<file path="config.mk">
export PLATFORM = sky130hd
export DESIGN_NAME = pixel_compositor
export DESIGN_NICKNAME = d
export VERILOG_FILES = /design/src/rtl/pixel_compositor.sv
export SDC_FILE = /design/constraint.sdc
export NUM_CORES = 1
export LEC_CHECK = 0
export ABC_AREA = 1
export CORE_MARGIN = 10
export CORE_UTILIZATION = 41
export CTS_CLUSTER_DIAMETER = 100
export DETAILED_ROUTE_END_ITERATION = 10
export PLACE_DENSITY_LB_ADDON = 0.3
export SYNTH_ARGS = -nofsm -noshare
export SYNTH_HDL_FRONTEND = slang
export SYNTH_SLANG_ARGS = --single-unit
</file>
<file path="constraint.sdc">
create_clock -name clk_vga -period 1.8 [get_ports clk_vga]
set_clock_uncertainty 0.1 [all_clocks]
set_input_delay 0.36 -clock clk_vga [delete_from_list [all_inputs] [get_ports clk_vga]]
set_output_delay 0.36 -clock clk_vga [all_outputs]
set_load 0.005 [all_outputs]
</file>
<file path="src/rtl/pixel_compositor.sv">
// pixel_compositor: HDMI pixel output stage.
//   Generates raster timing from free-running h/v counters, delays sync/DE to
//   line up with externally fetched layer pixels, and composites NUM_LAYERS
//   overlay layers over a background using fixed priority (highest index wins).
//   Layer enables are captured once per frame so toggles never tear mid-frame.
// Optional feature macro: ALPHA_BLEND_EN
//   When defined, the top layer is alpha-blended over the priority result of the
//   lower layers. This adds the layer_alpha port and one pipeline stage.
// Ports:
//   clk_vga, reset                  pixel clock, synchronous active-high reset
//   layer_rgb/layer_valid/layer_en  per-layer pixel, coverage, requested enable
//   bg_rgb                          background pixel
//   layer_alpha                     top-layer alpha (ALPHA_BLEND_EN only)
//   hdata_o/vdata_o/frame_start_o   raster position for the layer painters
//   video_*_O                       composited RGB, syncs, DE and pixel clock
module pixel_compositor #(
  parameter int   WIDTH      = 12,
  parameter int   HSIZE      = 640,
  parameter int   HFP        = 656,
  parameter int   HSP        = 752,
  parameter int   HMAX       = 800,
  parameter int   VSIZE      = 480,
  parameter int   VFP        = 490,
  parameter int   VSP        = 492,
  parameter int   VMAX       = 525,
  parameter logic HSPP       = 1'b0,
  parameter logic VSPP       = 1'b0,
  parameter int   NUM_LAYERS = 3,
  parameter int   LAYER_LAT  = 1
) (
  input  logic                      clk_vga,
  input  logic                      reset,
  input  logic [24*NUM_LAYERS-1:0]  layer_rgb,
  input  logic [NUM_LAYERS-1:0]     layer_valid,
  input  logic [NUM_LAYERS-1:0]     layer_en,
  input  logic [23:0]               bg_rgb,
`ifdef ALPHA_BLEND_EN
  input  logic [7:0]                layer_alpha,
`endif
  output logic [WIDTH-1:0]          hdata_o,
  output logic [WIDTH-1:0]          vdata_o,
  output logic                      frame_start_o,
  output logic [7:0]                video_red_O,
  output logic [7:0]                video_green_O,
  output logic [7:0]                video_blue_O,
  output logic                      video_hsync_O,
  output logic                      video_vsync_O,
  output logic                      video_de_O,
  output logic                      video_clk_O
);

  localparam logic [WIDTH-1:0] HSIZE_C = WIDTH'(HSIZE);
  localparam logic [WIDTH-1:0] HFP_C   = WIDTH'(HFP);
  localparam logic [WIDTH-1:0] HSP_C   = WIDTH'(HSP);
  localparam logic [WIDTH-1:0] HLAST_C = WIDTH'(HMAX - 1);
  localparam logic [WIDTH-1:0] VSIZE_C = WIDTH'(VSIZE);
  localparam logic [WIDTH-1:0] VFP_C   = WIDTH'(VFP);
  localparam logic [WIDTH-1:0] VSP_C   = WIDTH'(VSP);
  localparam logic [WIDTH-1:0] VLAST_C = WIDTH'(VMAX - 1);

  // Control word carried down the delay line: {enables, de, hs, vs}
  localparam int CW = NUM_LAYERS + 3;
  localparam logic [CW-1:0] CTL_IDLE = {{NUM_LAYERS{1'b0}}, 1'b0, ~HSPP, ~VSPP};

  // Per-channel (top*a' + under*(256-a')) >> 8 with a' in 0..256, so that
  // alpha 255 reproduces top and alpha 0 reproduces under exactly.
  function automatic logic [23:0] blend(input logic [23:0] top,
                                        input logic [23:0] under,
                                        input logic [7:0]  alpha);
    logic [8:0]  a;
    logic [16:0] acc;
    logic [23:0] res;
    a   = {1'b0, alpha} + {8'd0, alpha[7]};
    res = '0;
    for (int c = 0; c < 3; c++) begin
      acc = 17'(top[8*c +: 8]) * 17'(a) + 17'(under[8*c +: 8]) * (17'd256 - 17'(a));
      res[8*c +: 8] = acc[15:8];
    end
    return res;
  endfunction

  logic [WIDTH-1:0]      h_q, h_d, v_q, v_d;
  logic [NUM_LAYERS-1:0] en_q, en_d, en_p0;
  logic                  frame_start;
  logic                  hs_p0, vs_p0, de_p0;
  logic [CW-1:0]         ctl_p0, ctl_al;

  always_comb begin
    h_d = h_q + 1'b1;
    v_d = v_q;
    if (h_q == HLAST_C) begin
      h_d = '0;
      v_d = (v_q == VLAST_C) ? '0 : v_q + 1'b1;
    end
  end

  // ---- stage 0: raw timing from the counters ----
  always_comb begin
    frame_start = (h_q == '0) && (v_q == '0);
    hs_p0  = (h_q >= HFP_C && h_q < HSP_C) ? HSPP : ~HSPP;
    vs_p0  = (v_q >= VFP_C && v_q < VSP_C) ? VSPP : ~VSPP;
    de_p0  = (h_q < HSIZE_C) && (v_q < VSIZE_C);
    // The enable set that applies to this pixel travels with it, so a frame
    // start capture never reaches pixels of the previous frame still in flight.
    en_p0  = frame_start ? layer_en : en_q;
    en_d   = en_p0;
    ctl_p0 = {en_p0, de_p0, hs_p0, vs_p0};
  end

  always_ff @(posedge clk_vga) begin
    if (reset) begin
      h_q  <= '0;
      v_q  <= '0;
      en_q <= '0;
    end else begin
      h_q  <= h_d;
      v_q  <= v_d;
      en_q <= en_d;
    end
  end

  // ---- stage 0 -> aligned: LAYER_LAT-deep delay line ----
  generate
    if (LAYER_LAT == 0) begin : g_nodly
      assign ctl_al = ctl_p0;
    end else begin : g_dly
      logic [CW-1:0] dly_q [LAYER_LAT];
      logic [CW-1:0] dly_d [LAYER_LAT];
      always_comb begin
        dly_d[0] = ctl_p0;
        for (int i = 1; i < LAYER_LAT; i++) dly_d[i] = dly_q[i-1];
      end
      always_ff @(posedge clk_vga) begin
        for (int i = 0; i < LAYER_LAT; i++) dly_q[i] <= reset ? CTL_IDLE : dly_d[i];
      end
      assign ctl_al = dly_q[LAYER_LAT-1];
    end
  endgenerate

  logic [NUM_LAYERS-1:0] en_al;
  logic                  de_al, hs_al, vs_al, top_use;
  logic [23:0]           under, top;

  // ---- aligned stage: priority select against the layer inputs ----
  always_comb begin
    en_al   = ctl_al[CW-1:3];
    de_al   = ctl_al[2];
    hs_al   = ctl_al[1];
    vs_al   = ctl_al[0];
    under   = bg_rgb;
    for (int i = 0; i < NUM_LAYERS - 1; i++)
      if (layer_valid[i] && en_al[i]) under = layer_rgb[24*i +: 24];
    top     = layer_rgb[24*(NUM_LAYERS-1) +: 24];
    top_use = layer_valid[NUM_LAYERS-1] && en_al[NUM_LAYERS-1];
  end

  logic [23:0] pix_q, pix_d;
  logic        de_q, de_d, hs_q, hs_d, vs_q, vs_d;

`ifdef ALPHA_BLEND_EN
  logic [23:0] under_p1_q, under_p1_d, top_p1_q, top_p1_d;
  logic [7:0]  alpha_p1_q, alpha_p1_d;
  logic        use_p1_q, use_p1_d, de_p1_q, de_p1_d, hs_p1_q, hs_p1_d, vs_p1_q, vs_p1_d;

  always_comb begin
    under_p1_d = under;
    top_p1_d   = top;
    alpha_p1_d = layer_alpha;
    use_p1_d   = top_use;
    de_p1_d    = de_al;
    hs_p1_d    = hs_al;
    vs_p1_d    = vs_al;
  end

  // ---- aligned -> p1: blend operands registered ----
  always_ff @(posedge clk_vga) begin
    if (reset) begin
      under_p1_q <= '0;
      top_p1_q   <= '0;
      alpha_p1_q <= '0;
      use_p1_q   <= 1'b0;
      de_p1_q    <= 1'b0;
      hs_p1_q    <= ~HSPP;
      vs_p1_q    <= ~VSPP;
    end else begin
      under_p1_q <= under_p1_d;
      top_p1_q   <= top_p1_d;
      alpha_p1_q <= alpha_p1_d;
      use_p1_q   <= use_p1_d;
      de_p1_q    <= de_p1_d;
      hs_p1_q    <= hs_p1_d;
      vs_p1_q    <= vs_p1_d;
    end
  end

  always_comb begin
    pix_d = '0;
    if (de_p1_q) pix_d = use_p1_q ? blend(top_p1_q, under_p1_q, alpha_p1_q) : under_p1_q;
    de_d  = de_p1_q;
    hs_d  = hs_p1_q;
    vs_d  = vs_p1_q;
  end
`else
  always_comb begin
    pix_d = '0;
    if (de_al) pix_d = top_use ? top : under;
    de_d  = de_al;
    hs_d  = hs_al;
    vs_d  = vs_al;
  end
`endif

  // ---- output register ----
  always_ff @(posedge clk_vga) begin
    if (reset) begin
      pix_q <= '0;
      de_q  <= 1'b0;
      hs_q  <= ~HSPP;
      vs_q  <= ~VSPP;
    end else begin
      pix_q <= pix_d;
      de_q  <= de_d;
      hs_q  <= hs_d;
      vs_q  <= vs_d;
    end
  end

  assign hdata_o       = h_q;
  assign vdata_o       = v_q;
  assign frame_start_o = frame_start;
  assign video_red_O   = pix_q[23:16];
  assign video_green_O = pix_q[15:8];
  assign video_blue_O  = pix_q[7:0];
  assign video_hsync_O = hs_q;
  assign video_vsync_O = vs_q;
  assign video_de_O    = de_q;
  assign video_clk_O   = clk_vga;

endmodule

</file>
==> impl_metrics.toml, run 1 <==
[worst_setup_path]
critPathKind = "flip-flop to primary output"
reg2reg_depth = 11
critPathLaunch = "vdata_o[0]"
critical_path_required_ns = 1.34
cp-end-kind = "primary output"
arrival_ns = 1.43
regToRegEndpoint = "vdata_o[9]"
crit_path_max_fanout = 2
r2r_setup_slack_ns = 0.16
start_kind = "flip-flop"
endpoint = "frame_start_o"
r2r-start = "hdata_o[0]"

[synth]
yosys.cell_types.count = 29
synth-async-reset-ratio = 0
yosysWarnings = 0
synth-edff-count = 0
ys_ff_latch = 57
synthesis.area_mm2 = 0.003157
yosysSeqAreaShare = 0.3615
avgSynthCellArea_um2 = 6.276
synth_cells = 503
yosys_most_used_dff = "dfxtp_1"
synth_nets = 612

[global_routing]
track_usage = 0.2059
gr-total-overflow = 0
grt_pass1_wl_mm = 19.11
antenna_found_initial = 0
grt_max_degree = 33
grt_pass1_vias = 4018

[hold_path]
hold_path.class = "flip-flop to flip-flop"
hold_depth = 1

[layout]
final_nets = 805
multi_input_area_mm2 = 0.001673
fill_cells = 592
fin_area_mm2 = 0.005361
syn_to_final_growth_pct = 69.84
num_antenna_cells = 0
regArea_mm2 = 0.001149
layout_commonest_cell = "clkdlybuf4s50_1"
post-route-util = 0.7275
mostFrequentLayoutCells = "clkdlybuf4s50_1 (130), nor2_1 (119), nand2_1 (100)"
drive_gt1_frac = 0.1343

[floorplan]
die_h_um = 107.7
dieWidth_um = 107.7
coreArea_mm2 = 0.007370
initial_core_util = 0.4284
dieArea_mm2 = 0.01161
fp-row-count = 31
ios = 157

[pwr]
p_per_area_mw_per_mm2 = 645.8
ir_drop_uv = 616.4
p_leak_nw = 2.592

[placed_design]
place_area_mm2 = 0.005104
dpl.hpwl_mm = 9.454
dp_worst_setup_slack_ns = -0.05132
port-buffer-count = 156
routabilityCongestion = 0.8480

[timing]
setup_ws_ns = -0.08686
fmax_mhz = 530.0
hold_violations = 0
tightest_slew_ns = 0.6798
finalSetupViolCount = 1
slew_headroom = 0.5463
hold_slack_ns = 0.3109
grt_setup_unrepaired = "true"
period_share = 1.048
drv_slew = 0
period_needed_ns = 1.887

[run_status]
violations = "setup timing"
status = "finished, violations left"

[clocking]
clk_latency_ns = 0.44
cts_tree = "done"
path_clk_slew_ns = 0.07

[detailed_routing]
num_vias = 3914
dr.pass1.iters = 4
routed_wl_mm = 12.17
avgRoutedWirePerCell_um = 15.23
drtIter0Drc = 177
postRouteAntennaNets = 0
drc = 0
viasPerCell = 4.899

[job]
max_cap_viol_count = 0
area by class of cell:
class	count	share of cell area
clock buffer	16	0.03757
clock inverter	3	0.007468
inverter	66	0.04621
multi-input combinational	355	0.3120
sequential	57	0.2142
tap	99	0.02310
timing repair buffer	203	0.3594
metal layers:
metal / GRT usage / routed length [um] / vias to the layer above
li1: - / - / 1963
met1: 0.2127 / 4533 / 1733
met2: 0.3617 / 6154 / 178
met3: 0.05689 / 906 / 40
met4: 0.1260 / 574 / 0
met5: 0 / 0 / -
registers in the layout (all words and copies together) (netlist names):
| register | flops |
|---|---|
| video_hsync_O | 1 |
| video_de_O | 1 |
| video_vsync_O | 1 |
| pix_q | 24 |
| vdata_o | 12 |
| en_q | 3 |
| g_dly.dly_q | 3 |
| hdata_o | 12 |
worst max-delay path: stages, from the launching register on:
cell     delay, ns
dfxtp_2       0.32
inv_2         0.08
ha_4          0.14
nand3_2       0.07
nor2_1        0.09
nand3_1       0.10
inv_1         0.06
buf_2         0.11
Yosys cell counts (5+ instances only):
master,count,share of area
o21ai_0,25,0.040
nand3_1,44,0.070
buf_2,12,0.019
nor2_1,120,0.14
clkbuf_1,9,0.011
nand2_1,101,0.12
dfxtp_1,57,0.36
a31oi_1,25,0.050
a21oi_1,7,0.011
ha_1,5,0.020
nand4_1,5,0.0099
inv_1,63,0.075
report_power, final:
part | total [W] | switching, W | internal (W)
Combinational | 0.000702 | 0.000295 | 0.000407
Sequential | 0.00134 | 0.0000184 | 0.00132
Clock | 0.00142 | 0.000565 | 0.000859
Total | 0.00346 | 0.000878 | 0.00258
how the worst min path moves through the flow:
stage                            from            end  slack (ns)
floorplan           g_dly.dly_q[0][1]  video_hsync_O        0.29
CTS                 g_dly.dly_q[0][0]  video_vsync_O        0.32
finish              g_dly.dly_q[0][0]  video_vsync_O        0.31
detailed placement  g_dly.dly_q[0][0]  video_vsync_O        0.30
global route        g_dly.dly_q[0][0]  video_vsync_O        0.34
global placement    g_dly.dly_q[0][0]  video_vsync_O        0.29
stage by stage:
stage                     total power [W]  instances   TNS, ns
after CTS                        0.003489        798  -0.08852
after floorplan                  0.001662        503         0
after global placement           0.002098        779  -0.03094
after global routing             0.003602        799   -0.1942
final                            0.003462        799  -0.08686
after detailed placement         0.002115        779   -0.3599
repair_timing:
action / CTS / global route
resized for setup: 39 / 8
setup endpoints to repair: 26 / 15
gates cloned: 0 / 0
endpoints found under the hold margin: 0 / 0
pin swaps: 2 / 5
buffers inserted: 1 / 1
hold buffers: 0 / 0
cell families after synthesis:
family                   share of synthesized area
AND/OR/NAND/NOR                             0.3821
buffers and inverters                       0.1209
flip-flops                                  0.3615
adder cells (fa/ha/maj)                    0.01982
AO/OA/AOI/OAI                               0.1046
XOR/XNOR                                   0.01110
Note: power is estimated with default switching activity, not from simulation.
==> run 2: changes to the inputs <==
--- a/config.mk
+++ b/config.mk
@@ -14,3 +14,4 @@
 export SYNTH_ARGS = -nofsm -noshare
 export SYNTH_HDL_FRONTEND = slang
 export SYNTH_SLANG_ARGS = --single-unit
+export TNS_END_PERCENT = 30
==> run 2 against run 1 <==
  * The flow still finishes with violations (setup timing)
  * Non-clock buffer count is the same
  * Die area is the same
  * Global-route usage is the same
  * Register-to-register slack is essentially flat
  * Critical path depth is the same
  * Sequential power is essentially flat
  * Clock-buffer cell count is the same
  * Core utilization is essentially flat
  * Final cell count is the same
  * Critical path type unchanged
  * Critical endpoint unchanged
  * Largest power group unchanged
==> impl_metrics.toml, run 2 (same netlist as run 1, synthesis figures left out) <==
[worst_setup_path]
critical_path_required_ns = 1.34
crit_path_max_fanout = 2
arrival_ns = 1.42
start_kind = "flip-flop"
critPathKind = "flip-flop to primary output"
r2r-start = "hdata_o[0]"
critPathLaunch = "vdata_o[0]"
cp-end-kind = "primary output"

[clocking]
clk_latency_ns = 0.44
cts_hold_buf = 0
path_clk_slew_ns = 0.07
cts_tree = "done"

[hold_path]
hold_path.class = "flip-flop to flip-flop"
min_from = "g_dly.dly_q[0][0]"

[detailed_routing]
routed_wl_mm = 12.18
dr.pass1.iters = 5
postRouteAntennaNets = 0
drc = 0
drtIter0Drc = 182
avgRoutedWirePerCell_um = 15.25
num_vias = 3919
viasPerCell = 4.905

[timing]
hold_slack_ns = 0.3136
tightest_slew_ns = 0.6734
grt_setup_unrepaired = "true"
period_needed_ns = 1.884
fmax_mhz = 530.7
hold_violations = 0
drv_slew = 0
period_share = 1.047
setup_ws_ns = -0.08422
slew_headroom = 0.5506
finalSetupViolCount = 1

[run_status]
violations = "setup timing"
status = "finished, violations left"

[placed_design]
dpl.hpwl_mm = 9.454
place_area_mm2 = 0.005104
port-buffer-count = 156
routabilityCongestion = 0.8480
dp_cells = 779

[layout]
top_register = "pix_q"
drive_gt1_frac = 0.1343
syn_to_final_growth_pct = 69.88
multi_input_area_mm2 = 0.001665
largest_reg_flops = 24
fill_cells = 587
mostFrequentLayoutCells = "clkdlybuf4s50_1 (130), nor2_1 (119), nand2_1 (100)"
layout_commonest_cell = "clkdlybuf4s50_1"
final_nets = 805
regArea_mm2 = 0.001149
num_antenna_cells = 0
fin_area_mm2 = 0.005363
layout.cells.non_filler = 799

[global_routing]
grt_max_degree = 33
grt_pass1_wl_mm = 19.11
track_usage = 0.2059
grt_pass1_vias = 4018
antenna_found_initial = 0
gr-total-overflow = 0

[floorplan]
coreArea_mm2 = 0.007370
fp-row-count = 31
initial_core_util = 0.4284
dieArea_mm2 = 0.01161
ios = 157
dieWidth_um = 107.7
die_h_um = 107.7

[pwr]
p_per_area_mw_per_mm2 = 652.0
power.internal_w = 0.002616
p_switching_w = 0.0008801
pwr-share-seq = 0.382
p_leak_nw = 2.594
ir_drop_uv = 635.5
clkPwrFrac = 0.417
p_comb_frac = 0.201
p_sw_frac = 0.2517

[job]
max_cap_viol_count = 0
==> run 2: cell count changes in the layout (fill, tap and decap cells not counted) <==
cell      before  now
clkbuf_8      14   15
clkbuf_2       1    0
o21ai_4        1    0
o21ai_2        0    1
==> run 2: layout make-up <==
type                            instances  area share
Clock buffer                           16     0.03920
Clock inverter                          3    0.007466
Inverter                               66     0.04620
Multi-Input combinational cell        355      0.3105
Sequential cell                        57      0.2142
Tap cell                               99     0.02310
Timing Repair Buffer                  203      0.3593
==> run 2: power groups by stage <==
stage | Combinational (W) | Clock [W] | Sequential, W
final | 0.000701 | 0.00146 | 0.00134
after global routing | 0.000772 | 0.00153 | 0.00134
after global placement | 0.000689 | 0.0000468 | 0.00136
after floorplan | 0.000256 | 0.0000360 | 0.00137
after detailed placement | 0.000703 | 0.0000468 | 0.00136
after CTS | 0.000702 | 0.00145 | 0.00134
==> run 2: stage by stage <==
step,util,power (W),setup WS (ns),TNS (ns)
floorplan,-,0.001662,0.3283,0
global placement,0.6925,0.002098,-0.03094,-0.03094
detailed placement,0.6925,0.002115,-0.05132,-0.3599
CTS,0.7234,0.003489,-0.08852,-0.08852
global route,0.7277,0.003641,-0.1732,-0.1918
finish,0.7277,0.003497,-0.08422,-0.08422
==> run 2: critical path: stages, from the launching register on <==
cell and delay, ns:
dfxtp_2 0.32, inv_2 0.08, ha_4 0.14, nand3_2 0.07, nor2_1 0.09, nand3_1 0.10, inv_1 0.06, buf_2 0.11
==> run 2: worst paths after layout <==
| check | to | slack (ns) | cells past startpoint |
|---|---|---|---|
| min reg2reg | video_vsync_O | 0.31 | 1 |
| max | frame_start_o | -0.08 | 7 |
| min | video_vsync_O | 0.31 | 1 |
| max reg2reg | vdata_o[9] | 0.16 | 7 |
==> run 2: layer usage <==
metal  part of all wire  GRT usage  vias up
met4              0.048     0.1260        0
li1                   -          -     1963
met5                  0          0        -
met3              0.074    0.05689       42
met1               0.37     0.2127     1733
met2               0.51     0.3617      181
==> run 2: repair_timing <==
item	in CTS	in global routing
gates cloned	0	0
pin swaps	2	5
setup buffers	1	1
resized for setup	39	7
endpoints found under the setup margin	26	15
